**src/rtl/ahbl_to_apb.sv**
```systemverilog
`default_nettype none
// ============================================================================
//  Module      : ahbl_to_apb
//  Description : AHB-Lite slave to APB3 master bridge; one APB transfer per
//                AHB transfer, AHB data phase stalled until APB completes.
//  Revision    : 1.0  initial release
// ============================================================================
module ahbl_to_apb #(
    parameter int W_HADDR = 32,
    parameter int W_PADDR = 20,
    parameter int W_DATA  = 32
) (
    input  logic               clk,
    input  logic               rst_n,

    input  logic               ahbls_hready,
    output logic               ahbls_hready_resp,
    output logic               ahbls_hresp,
    input  logic [W_HADDR-1:0] ahbls_haddr,
    input  logic               ahbls_hwrite,
    input  logic [1:0]         ahbls_htrans,
    input  logic [2:0]         ahbls_hsize,
    input  logic [W_DATA-1:0]  ahbls_hwdata,
    output logic [W_DATA-1:0]  ahbls_hrdata,

    output logic [W_PADDR-1:0] apbm_paddr,
    output logic               apbm_psel,
    output logic               apbm_penable,
    output logic               apbm_pwrite,
    output logic [W_DATA-1:0]  apbm_pwdata,
    input  logic [W_DATA-1:0]  apbm_prdata,
    input  logic               apbm_pready,
    input  logic               apbm_pslverr
);

    localparam logic [2:0] C_HSIZE_WORD = 3'b010;

    typedef enum logic [2:0] {
        ST_IDLE   = 3'd0,
        ST_WDATA  = 3'd1,
        ST_SETUP  = 3'd2,
        ST_ACCESS = 3'd3,
        ST_ERR1   = 3'd4,
        ST_ERR2   = 3'd5
    } state_t;

    state_t              r_state;
    state_t              w_state_nxt;
    logic [W_PADDR-1:0]  r_paddr;
    logic                r_pwrite;
    logic [W_DATA-1:0]   r_pwdata;
    logic [W_DATA-1:0]   r_hrdata;
    logic                w_accept;
    logic                w_apb_done;
    logic                w_unused_htrans;

    // A new address phase may only be taken where HREADYOUT is high.
    assign w_accept = ((r_state == ST_IDLE) || (r_state == ST_ERR2))
                      && ahbls_hready && ahbls_htrans[1];
    assign w_apb_done      = (r_state == ST_ACCESS) && apbm_pready;
    assign w_unused_htrans = ahbls_htrans[0];

    // Address bits above the APB window are decoded by the interconnect.
    generate
        if (W_HADDR > W_PADDR) begin : g_haddr_upper
            logic w_unused_haddr_hi;
            assign w_unused_haddr_hi = ^ahbls_haddr[W_HADDR-1:W_PADDR];
        end else begin : g_haddr_exact
        end
    endgenerate

    always_ff @(posedge clk or negedge rst_n) begin
        if (!rst_n) begin
            r_state <= ST_IDLE;
        end else begin
            r_state <= w_state_nxt;
        end
    end

    always_comb begin
        w_state_nxt = r_state;
        case (r_state)
            ST_IDLE, ST_ERR2: begin
                if (w_accept) begin
                    if (!ahbls_hwrite) begin
                        w_state_nxt = ST_SETUP;
                    end else if (ahbls_hsize == C_HSIZE_WORD) begin
                        w_state_nxt = ST_WDATA;
                    end else begin
                        // APB3 has no byte strobes, so narrow writes are refused.
                        w_state_nxt = ST_ERR1;
                    end
                end else begin
                    w_state_nxt = ST_IDLE;
                end
            end
            ST_WDATA:  w_state_nxt = ST_SETUP;
            ST_SETUP:  w_state_nxt = ST_ACCESS;
            ST_ACCESS: begin
                if (apbm_pready) begin
                    w_state_nxt = apbm_pslverr ? ST_ERR1 : ST_IDLE;
                end
            end
            ST_ERR1:   w_state_nxt = ST_ERR2;
            default:   w_state_nxt = ST_IDLE;
        endcase
    end

    always_ff @(posedge clk or negedge rst_n) begin
        if (!rst_n) begin
            r_paddr  <= '0;
            r_pwrite <= 1'b0;
            r_pwdata <= '0;
            r_hrdata <= '0;
        end else begin
            if (w_accept) begin
                r_paddr  <= ahbls_haddr[W_PADDR-1:0];
                r_pwrite <= ahbls_hwrite;
            end
            if (r_state == ST_WDATA) begin
                r_pwdata <= ahbls_hwdata;
            end
            if (w_apb_done && !apbm_pslverr && !r_pwrite) begin
                r_hrdata <= apbm_prdata;
            end
        end
    end

    assign apbm_paddr        = r_paddr;
    assign apbm_pwrite       = r_pwrite;
    assign apbm_pwdata       = r_pwdata;
    assign apbm_psel         = (r_state == ST_SETUP) || (r_state == ST_ACCESS);
    assign apbm_penable      = (r_state == ST_ACCESS);
    assign ahbls_hready_resp = (r_state == ST_IDLE) || (r_state == ST_ERR2);
    assign ahbls_hresp       = (r_state == ST_ERR1) || (r_state == ST_ERR2);
    assign ahbls_hrdata      = r_hrdata;

endmodule
`default_nettype wire
```
**config.mk**
```make
export PLATFORM = sky130hd
export DESIGN_NAME = ahbl_to_apb
export DESIGN_NICKNAME = d
export VERILOG_FILES = /design/src/rtl/ahbl_to_apb.sv
export SDC_FILE = /design/constraint.sdc
export NUM_CORES = 1
export LEC_CHECK = 0
export BUFFER_PORTS_ARGS = -buffer_cell sky130_fd_sc_hd__buf_2
export CAP_MARGIN = 5
export CORE_UTILIZATION = 44
export DETAILED_ROUTE_END_ITERATION = 8
export PLACE_DENSITY = 0.8
export SLEW_MARGIN = 5
export SYNTH_ARGS = -nofsm -noshare
export SYNTH_HDL_FRONTEND = slang
export SYNTH_SLANG_ARGS = --single-unit
```
**constraint.sdc**
```tcl
create_clock -name clk -period 2.05 [get_ports clk]
set_input_delay 0.205 -clock clk [delete_from_list [all_inputs] [get_ports clk]]
set_output_delay 0.205 -clock clk [all_outputs]
set_load 0.02 [all_outputs]
```
==> results.yml, run 1 <==
placed_design:
  dpl.hpwl_um: 5470
  portBuffers: 182
  place.gp.congestion: 0.755
  place_ws_ns: 0.285
synth:
  yosys_most_used_dff: "dfrtp_1"
  syn_inst: 210
  synth_top_area_share_pct: 63.7
  netlist_area_sq_um: 3450
  ys_seq_area_share_pct: 63.7
  yosys_warnings: 0
  yosysMostFrequentCell: "dfrtp_1"
  synth_nets: 317
  synth_top_area_cell: "dfrtp_1"
  avgSynthCellArea_sq_um: 16.5
  synth_seq_cells: 88
  ys_top_cells_by_count: "88 x dfrtp_1, 82 x mux2_2, 8 x buf_6"
  ys_types: 23
  synth.area.top_cells: "dfrtp_1 64%, mux2_2 27%, buf_6 2.6%"
  synth-async-reset-ratio_pct: 100
  synth_edf_count: 0
hold_path:
  hold_start: "apbm_prdata[6]"
  min_path_cells: 2
  hold_end: "ahbls_hrdata[6]"
  hold_class: "in2reg"
critical_path:
  path_class: "reg2reg"
  cpMaxStageDelayCell: "dfrtp_1"
  worst_r2r_path_depth: 4
  cp_data_arrival_time_ns: 1.99
  r2r_start: "r_state[2]"
  critPathLaunchType: "flip-flop"
  path_max_fanout: 32
  crit_path_end_kind: "flip-flop"
  r2r_slack_ns: 0.28
  rr_endpoint: "ahbls_hrdata[6]"
  worstPathCellList: "nor2b_4 -> and2_2 -> nand3_4 -> mux2_1"
  cp_slowest_stage_delay_ns: 0.48
  critical_path_required_ns: 2.27
power:
  pwr-share-clk_pct: 14.9
  swShare_pct: 38.8
  intPower_mw: 4.84
  power.share.combinational_pct: 46.6
  ir_drop_uv: 927
  p_per_area_nw_per_um2: 1700
  power.switching_mw: 3.07
  p_seq_share_pct: 38.5
  leakage_nw: 2.35
timing:
  finalMaxSlewViolations: 0
  rsz0062_at_grt: "no"
  relSlewSlack_pct: 65.0
  fin_crit_sh_pct: 86.3
  hold_viol: 0
  setup_tns_ns: 0
  worst_slew_pin_slew_ns: 0.526
  finalCriticalPeriod_ns: 1.77
  setup_viol: 0
  skew_ns: 0.00598
  worst_slack_ns: 0.280
  max_freq_mhz: 565
clock_network:
  cts.clk_slew.worst_paths_ns: 0.08
  cts.sink_count: 88
  ctsResizeCount: 0
  clk_path_buf_depth: 2
  ctsRootBufferMaster: "clkbuf_8"
  cts_tree: "yes"
  cts_made_buffers: 9
  cts_max_level: 3
  clk_latency_ns: 0.34
drt:
  vias: 2381
  post_drt_wl_per_cell_um: 14.0
  first_pass_iters: 3
  post-route-drc-count: 0
  viasPerCell: 4.73
  antenna_left: 0
  routed_wl_um: 7060
  drtIter0Drc: 38
layout:
  post-route-util_pct: 62.9
  antennaDiodeCount: 0
  syn_to_final_growth_pct: 34.9
  fill_cells: 617
  drive_gt1_share_pct: 71.8
  nets: 506
floorplan:
  die-area_sq_um: 8210
  rows: 31
  die_h_um: 90.6
  core_sq_um: 7410
  dieWidth_um: 90.6
  io_pins: 196
  initial_core_util_pct: 46.6
run_status:
  status: "completed"
global_routing:
  antenna_found_initial: 0
  overflow: 0
  grt_pass1_vias: 2504
  grt_pass1_wl_um: 11500
  grt_max_degree: 49
  grt_use_total_pct: 17.8
run:
  drv_cap: 0
state kept, by name (all words and copies together) (netlist names):
signal	flops
apbm_paddr	20
apbm_pwrite	1
apbm_pwdata	32
ahbls_hrdata	32
r_state	3
how the worst max path moves through the flow:
stage	endpoint	slack (ns)	from	cells past startpoint
after detailed placement	ahbls_hrdata[6]	0.28	r_state[2]	4
after CTS	ahbls_hrdata[6]	0.27	r_state[2]	4
after floorplan	apbm_paddr[10]	0.38	r_state[2]	4
final	ahbls_hrdata[6]	0.28	r_state[2]	4
after global placement	ahbls_hrdata[6]	0.33	r_state[2]	4
after global routing	ahbls_hrdata[6]	0.17	r_state[2]	4
routing by layer:
metal  global-route usage (%)  part of all wire [%]  routed length, um
met3                     4.21                   6.6                468
met4                     6.85                   1.1                 81
met1                     20.1                    39               2740
met5                        0                     0                  0
met2                     32.3                    53               3770
power by group through the flow:
stage	logic, mW	clock network [mW]	registers [mW]
after detailed placement	3.73	0	3.09
final	3.68	1.18	3.04
after CTS	3.74	1.22	3.06
after global routing	3.89	1.29	3.17
after global placement	3.64	0	3.02
after floorplan	1.42	0	4.12
timing repair:
item,CTS,global route
hold buffers,1,0
hold endpoints to repair,40,0
setup buffers,0,0
layout make-up:
cell class,instances,area [sq um],area share (%)
Clock buffer,12,145,3.11
Timing Repair Buffer,188,986,21.2
Tap cell,99,124,2.66
Inverter,2,7.51,0.161
Sequential cell,88,2200,47.2
Multi-Input combinational cell,110,1140,24.5
Clock inverter,4,53.8,1.15
per-stage QoR:
step | hold slack, ns | instance area [sq um] | instances | power (mW)
global placement | 0.211 | 4450 | 486 | 6.66
detailed placement | 0.224 | 4450 | 486 | 6.82
CTS | 0.0706 | 4660 | 503 | 8.02
finish | 0.0883 | 4660 | 503 | 7.90
global route | 0.0737 | 4660 | 503 | 8.34
floorplan | -0.0906 | 3450 | 210 | 5.54
critical path, delay by kind of cell, from the launching register on:
kind | cells | cell delay [ns]
flops | 1 | 0.48
mux | 1 | 0.45
simple gates | 3 | 0.71
cell usage in the layout, fill, tap and decap left out, types with 2 or more instances in the layout:
| cell | count |
|---|---|
| clkbuf_8 | 10 |
| nand3_1 | 2 |
| clkbuf_1 | 2 |
| buf_4 | 4 |
| inv_1 | 2 |
| a21oi_1 | 3 |
| mux2_1 | 2 |
| nand2_1 | 3 |
| dfrtp_1 | 88 |
| o21ai_0 | 2 |
| buf_2 | 181 |
| nor2b_4 | 3 |
| clkinvlp_4 | 2 |
| nor2b_1 | 3 |
| buf_12 | 2 |
| mux2_2 | 82 |
cells by family (layout without fill, tap and decap cells):
family / Yosys count / in the layout / synth area share [%]
AO/OA/AOI/OAI: 8 / 8 / 1.27
buffers and inverters: 12 / 206 / 3.19
flip-flops: 88 / 88 / 63.7
multiplexers: 84 / 84 / 27.4
AND/OR/NAND/NOR: 18 / 18 / 4.42
No activity file was read; power rests on OpenSTA's default activity.
==> inputs of run 2 (changes only) <==
Settings changed: SETUP_SLACK_MARGIN set to 0.5.
==> run 2 against run 1 <==
First-iteration DRC count is 18% higher. Routed wire length up 11%. Power is 4.8% higher. Critical path type unchanged. Final cell count is 2.4% higher. Largest cell class unchanged. Fmax increased by 12%.
==> results.yml, run 2 (synthesis results as in run 1) <==
drt:
  drtIter0Drc: 45
  viasPerCell: 4.81
  antenna_left: 0
  first_pass_iters: 4
  post_drt_wl_per_cell_um: 15.2
  post-route-drc-count: 0
  vias: 2479
  routed_wl_um: 7820
layout:
  syn_to_final_growth_pct: 42.1
  drive_gt1_share_pct: 73.8
  nets: 518
  antennaDiodeCount: 0
  final_common_cell: "buf_2"
  final_cell_mix: "179 x buf_2, 85 x dfrtp_1, 62 x mux2_2"
timing:
  hold_viol: 0
  relSlewSlack_pct: 62.3
  max_freq_mhz: 635
  skew_ns: 0.00916
  fin_crit_sh_pct: 76.8
  finalCriticalPeriod_ns: 1.57
  setup_tns_ns: 0
  rsz0062_at_grt: "yes"
  setup_viol: 0
  worst_hold_slack_ns: 0.0761
  finalMaxSlewViolations: 0
  worst_slew_pin_slew_ns: 0.565
floorplan:
  io_pins: 196
  die-area_sq_um: 8210
  core_sq_um: 7410
  rows: 31
  die_h_um: 90.6
  dieWidth_um: 90.6
  initial_core_util_pct: 46.6
clock_network:
  cts.sink_count: 88
  cts_made_buffers: 9
  cts.clk_slew.worst_paths_ns: 0.08
  clk_path_buf_depth: 2
  clk_latency_ns: 0.34
  ctsRootBufferMaster: "clkbuf_8"
  cts_max_level: 3
  cts_tree: "yes"
critical_path:
  cp_slowest_stage_delay_ns: 0.44
  r2r_start: "r_state[0]"
  rr_endpoint: "apbm_paddr[18]"
  crit_path_end: "apbm_paddr[18]"
  cpMaxStageDelayCell: "dfrtp_2"
  startpoint: "r_state[0]"
  path_max_fanout: 8
  critical_path_required_ns: 2.28
  r2r_slack_ns: 0.48
  crit_family: "simple AND/OR/NAND/NOR gates"
  worst_r2r_path_depth: 4
  critPathLaunchType: "flip-flop"
  path_buf_inv: 1
  crit_path_end_kind: "flip-flop"
  path_class: "reg2reg"
  worstPathCellList: "nor2b_4 -> nor4_4 -> buf_6 -> mux2_4"
  cp_data_arrival_time_ns: 1.80
  cp_num_cells: 4
global_routing:
  antenna_found_initial: 0
  top_usage_layer: "met2"
  grt_use_total_pct: 19.3
  overflow: 0
  use_met1_pct: 22.7
  grt_max_degree: 47
  met2_usage_pct: 32.7
  grt.met3_usage_pct: 5.13
  grt_pass1_vias: 2521
  grt_pass1_wl_um: 12300
power:
  intPower_mw: 5.09
  power.switching_mw: 3.19
  power.share.combinational_pct: 49.3
  ir_drop_uv: 816
  p_seq_share_pct: 37.1
  p_per_area_nw_per_um2: 1690
  leakage_nw: 2.46
  swShare_pct: 38.5
  pwr-share-clk_pct: 13.6
run:
  drv_cap: 0
placed_design:
  dpl.hpwl_um: 5440
  place.gp.congestion: 0.741
  portBuffers: 182
run_status:
  status: "completed"
hold_path:
  hold_class: "in2reg"
==> run 2: cell types whose count changed in the layout (fill, tap and decap cells not counted), moves of 2 or more <==
cell / before / now
buf_6: 0 / 5
mux2_2: 82 / 62
buf_4: 4 / 9
dfrtp_2: 0 / 3
mux2_4: 0 / 21
buf_2: 181 / 179
nand3_4: 1 / 5
clkbuf_1: 2 / 4
dfrtp_1: 88 / 85
==> run 2: power groups by stage <==
stage                     clock network, mW  registers (mW)  logic [mW]
final                                  1.12            3.07        4.08
after floorplan                           0            4.13        1.46
after global routing                   1.23            3.20        4.32
after CTS                              1.16            3.08        3.97
after detailed placement                  0            3.11        3.72
after global placement                    0            3.05        3.63
==> run 2: area by class of cell <==
type | count | area [sq um]
clock buffer | 13 | 139
inverter | 2 | 7.51
timing repair buffer | 197 | 1090
tap | 99 | 124
multi-input combinational | 113 | 1300
fill | 577 | 2500
sequential | 88 | 2210
clock inverter | 3 | 42.5
==> run 2: worst min path at each step <==
stage | start | to | depth (start not counted)
detailed placement | rst_n | ahbls_hrdata[2] | 1
floorplan | rst_n | ahbls_hrdata[0] | 0
CTS | ahbls_hwdata[4] | apbm_pwdata[4] | 2
finish | ahbls_hwdata[4] | apbm_pwdata[4] | 2
global route | ahbls_haddr[19] | apbm_paddr[19] | 2
global placement | rst_n | ahbls_hrdata[2] | 1
==> run 2: through the flow <==
step | power, mW | std cells | instance area (sq um) | utilization, % | worst slack, ns
2_1_floorplan | 5.59 | 210 | 3470 | - | 0.453
3_3_place_gp | 6.68 | 485 | 4460 | 60.2 | 0.311
3_5_place_dp | 6.83 | 485 | 4460 | 60.2 | 0.253
4_1_cts | 8.20 | 510 | 4800 | 64.8 | 0.434
5_1_grt | 8.75 | 515 | 4910 | 66.2 | 0.400
6_report | 8.28 | 515 | 4910 | 66.2 | 0.476
==> run 2: what timing repair did <==
item                                    in CTS  in global routing
cloned                                       3                  1
endpoints found under the hold margin       42                  0
setup buffers                                5                  4
gates resized for setup                     23                 13
hold buffers                                 1                  0
pin swaps                                    1                  2
endpoints found under the setup margin      48                 82
==> run 2: worst reg2reg max path, stage by stage (launching register included) <==
cell     delay, ns
dfrtp_2       0.44
nor2b_4       0.15
nor4_4        0.34
buf_6         0.22
mux2_4        0.31
==> run 2: metal layers <==
metal / vias to the layer above / routed length, um
met3: 14 / 539
met4: 0 / 144
li1: 1139 / -
met2: 111 / 4040
met1: 1215 / 3090
met5: - / 0
==> inputs of run 3 (changes only) <==
Settings changed: CORE_UTILIZATION 44 to 40, PLACE_DENSITY 0.8 to 0.77.
Clock period 2.05 ns to 1.35 ns, I/O delays scaled along.
==> run 3 against run 2 <==
The flow now finishes with violations (setup timing). Fmax up 3.9%. Via count is 12% higher. Sequential power is 64% higher. Cell area up 24%. First-iteration DRC count rose by 8.9%. Combinational power rose by 130%. Final cell count grew 11%. Non-clock buffer count increased by 56. Global-route usage is 0.84 points higher. Largest power group unchanged. Power increased by 96%. Sequential share of layout area is 8.7 points lower.
==> results.yml, run 3 (synthesis results as in run 1) <==
run_status:
  status: "complete, but fails checks"
  violations: "setup timing"
drt:
  drtIter0Drc: 49
  post-route-drc-count: 0
  routed_wl_um: 9720
  viasPerCell: 4.82
  first_pass_iters: 4
  vias: 2765
  antenna_left: 0
  post_drt_wl_per_cell_um: 16.9
timing:
  max_freq_mhz: 660
  rsz0062_at_grt: "yes"
  worst_slack_ns: -0.164
  hold_viol: 0
  worst_slew_pin_slew_ns: 0.384
  relSlewSlack_pct: 74.4
  finalCriticalPeriod_ns: 1.51
  worst_hold_slack_ns: 0.00887
  fin_crit_sh_pct: 112
  finalMaxSlewViolations: 0
  setup_viol: 92
  skew_ns: 0.0150
hold_path:
  hold_class: "in2reg"
  hold_start: "ahbls_hwdata[23]"
global_routing:
  antenna_found_initial: 0
  overflow: 0
  top_usage_layer: "met2"
  grt_pass1_wl_um: 13600
  use_met1_pct: 21.4
  grt.met3_usage_pct: 5.23
  grt_use_total_pct: 20.1
  grt_max_degree: 46
  grt_pass1_vias: 2903
  met2_usage_pct: 37.6
floorplan:
  die-area_sq_um: 9010
  rows: 33
  core_sq_um: 8300
  die_h_um: 94.9
  dieWidth_um: 94.9
  io_pins: 196
  initial_core_util_pct: 41.6
critical_path:
  r2r_start: "r_state[0]"
  r2r_slack_ns: -0.16
  startpoint: "r_state[0]"
  worst_r2r_path_depth: 5
  crit_path_end_kind: "flip-flop"
  rr_endpoint: "apbm_paddr[11]"
  path_class: "reg2reg"
  path_max_fanout: 11
  critical_path_required_ns: 1.58
  cp_data_arrival_time_ns: 1.74
  critPathLaunchType: "flip-flop"
  crit_path_end: "apbm_paddr[11]"
clock_network:
  cts_made_buffers: 9
  cts.clk_slew.worst_paths_ns: 0.10
  clk_path_buf_depth: 2
  cts_max_level: 3
  clk_latency_ns: 0.36
  ctsRootBufferMaster: "clkbuf_8"
  cts.sink_count: 88
  cts_tree: "yes"
layout:
  fill_cells: 520
  syn_to_final_growth_pct: 76.2
  fin_area_sq_um: 6090
  drive_gt1_share_pct: 75.3
  antennaDiodeCount: 0
  nets: 571
  final_common_cell: "buf_6"
  final_cell_mix: "93 x buf_6, 92 x buf_2, 85 x dfrtp_1"
power:
  ir_drop_uv: 1290
  p_per_area_nw_per_um2: 2670
  leakage_nw: 3.02
placed_design:
  placed_area_sq_um: 4690
  place.gp.congestion: 0.776
  place_ws_ns: -0.144
  dpl.hpwl_um: 5500
  portBuffers: 182
run:
  drv_cap: 0
## run 3: cell count changes in the layout (fill, tap and decap cells not counted), sizes merged
cell	change
clkinvlp	+1
dlygate4sd3	+14
nand3	-3
buf	+39
bufinv	+1
inv	+1
## run 3: cell type report
type / count / area (sq um) / share of cell area, %
Clock buffer: 10 / 128 / 2.10
Sequential cell: 88 / 2210 / 36.2
Inverter: 2 / 7.51 / 0.123
Tap cell: 105 / 131 / 2.16
Timing Repair Buffer: 253 / 2190 / 36.0
Multi-Input combinational cell: 110 / 1330 / 21.8
Clock inverter: 6 / 92.6 / 1.52
## run 3: critical path, stage by stage (launching register included)
cell and delay (ns):
dfrtp_2 0.40, nor2b_4 0.14, nor4_4 0.22, buf_6 0.17
buf_12 0.14, mux2_2 0.33
## run 3: worst min path at each step
| stage | to | slack [ns] | cells after the start |
|---|---|---|---|
| 4_1_cts | ahbls_hrdata[14] | 0.0005 | 2 |
| 3_5_place_dp | apbm_pwdata[22] | 0.12 | 2 |
| 2_1_floorplan | ahbls_hrdata[0] | -0.16 | 0 |
| 5_1_grt | apbm_pwdata[29] | 0.0008 | 2 |
| 3_3_place_gp | apbm_pwdata[22] | 0.13 | 2 |
| 6_report | apbm_pwdata[23] | 0.009 | 2 |
## run 3: per-layer routing
layer	wire, um	vias up	share of wire, %
met4	223	0	2.3
met2	5230	120	54
met5	0	-	0
li1	-	1243	-
met1	3630	1382	37
met3	638	20	6.6
## run 3: power by group
part | leakage [nW] | internal, mW | total [mW] | switching [mW]
Sequential | 1.06 | 3.98 | 5.02 | 1.03
Combinational | 1.87 | 5.52 | 9.20 | 3.69
Clock | 0.103 | 1.05 | 2.01 | 0.954
## run 3: per-stage QoR
step,power (mW),instances,setup TNS [ns],utilization (%)
floorplan,9.01,210,-12.99,-
global placement,10.8,501,-7.43,56.5
detailed placement,11.0,501,-9.39,56.5
CTS,15.4,548,-10.13,69.5
global route,17.0,574,-16.21,73.3
finish,16.2,574,-11.32,73.3
## run 3: repair_timing
action / in CTS / in global routing
setup buffers: 15 / 21
resized for setup: 184 / 17
cloned: 1 / 5
hold buffers: 15 / 0
pin swaps: 0 / 2
endpoints found under the hold margin: 102 / 0
endpoints found under the setup margin: 177 / 220
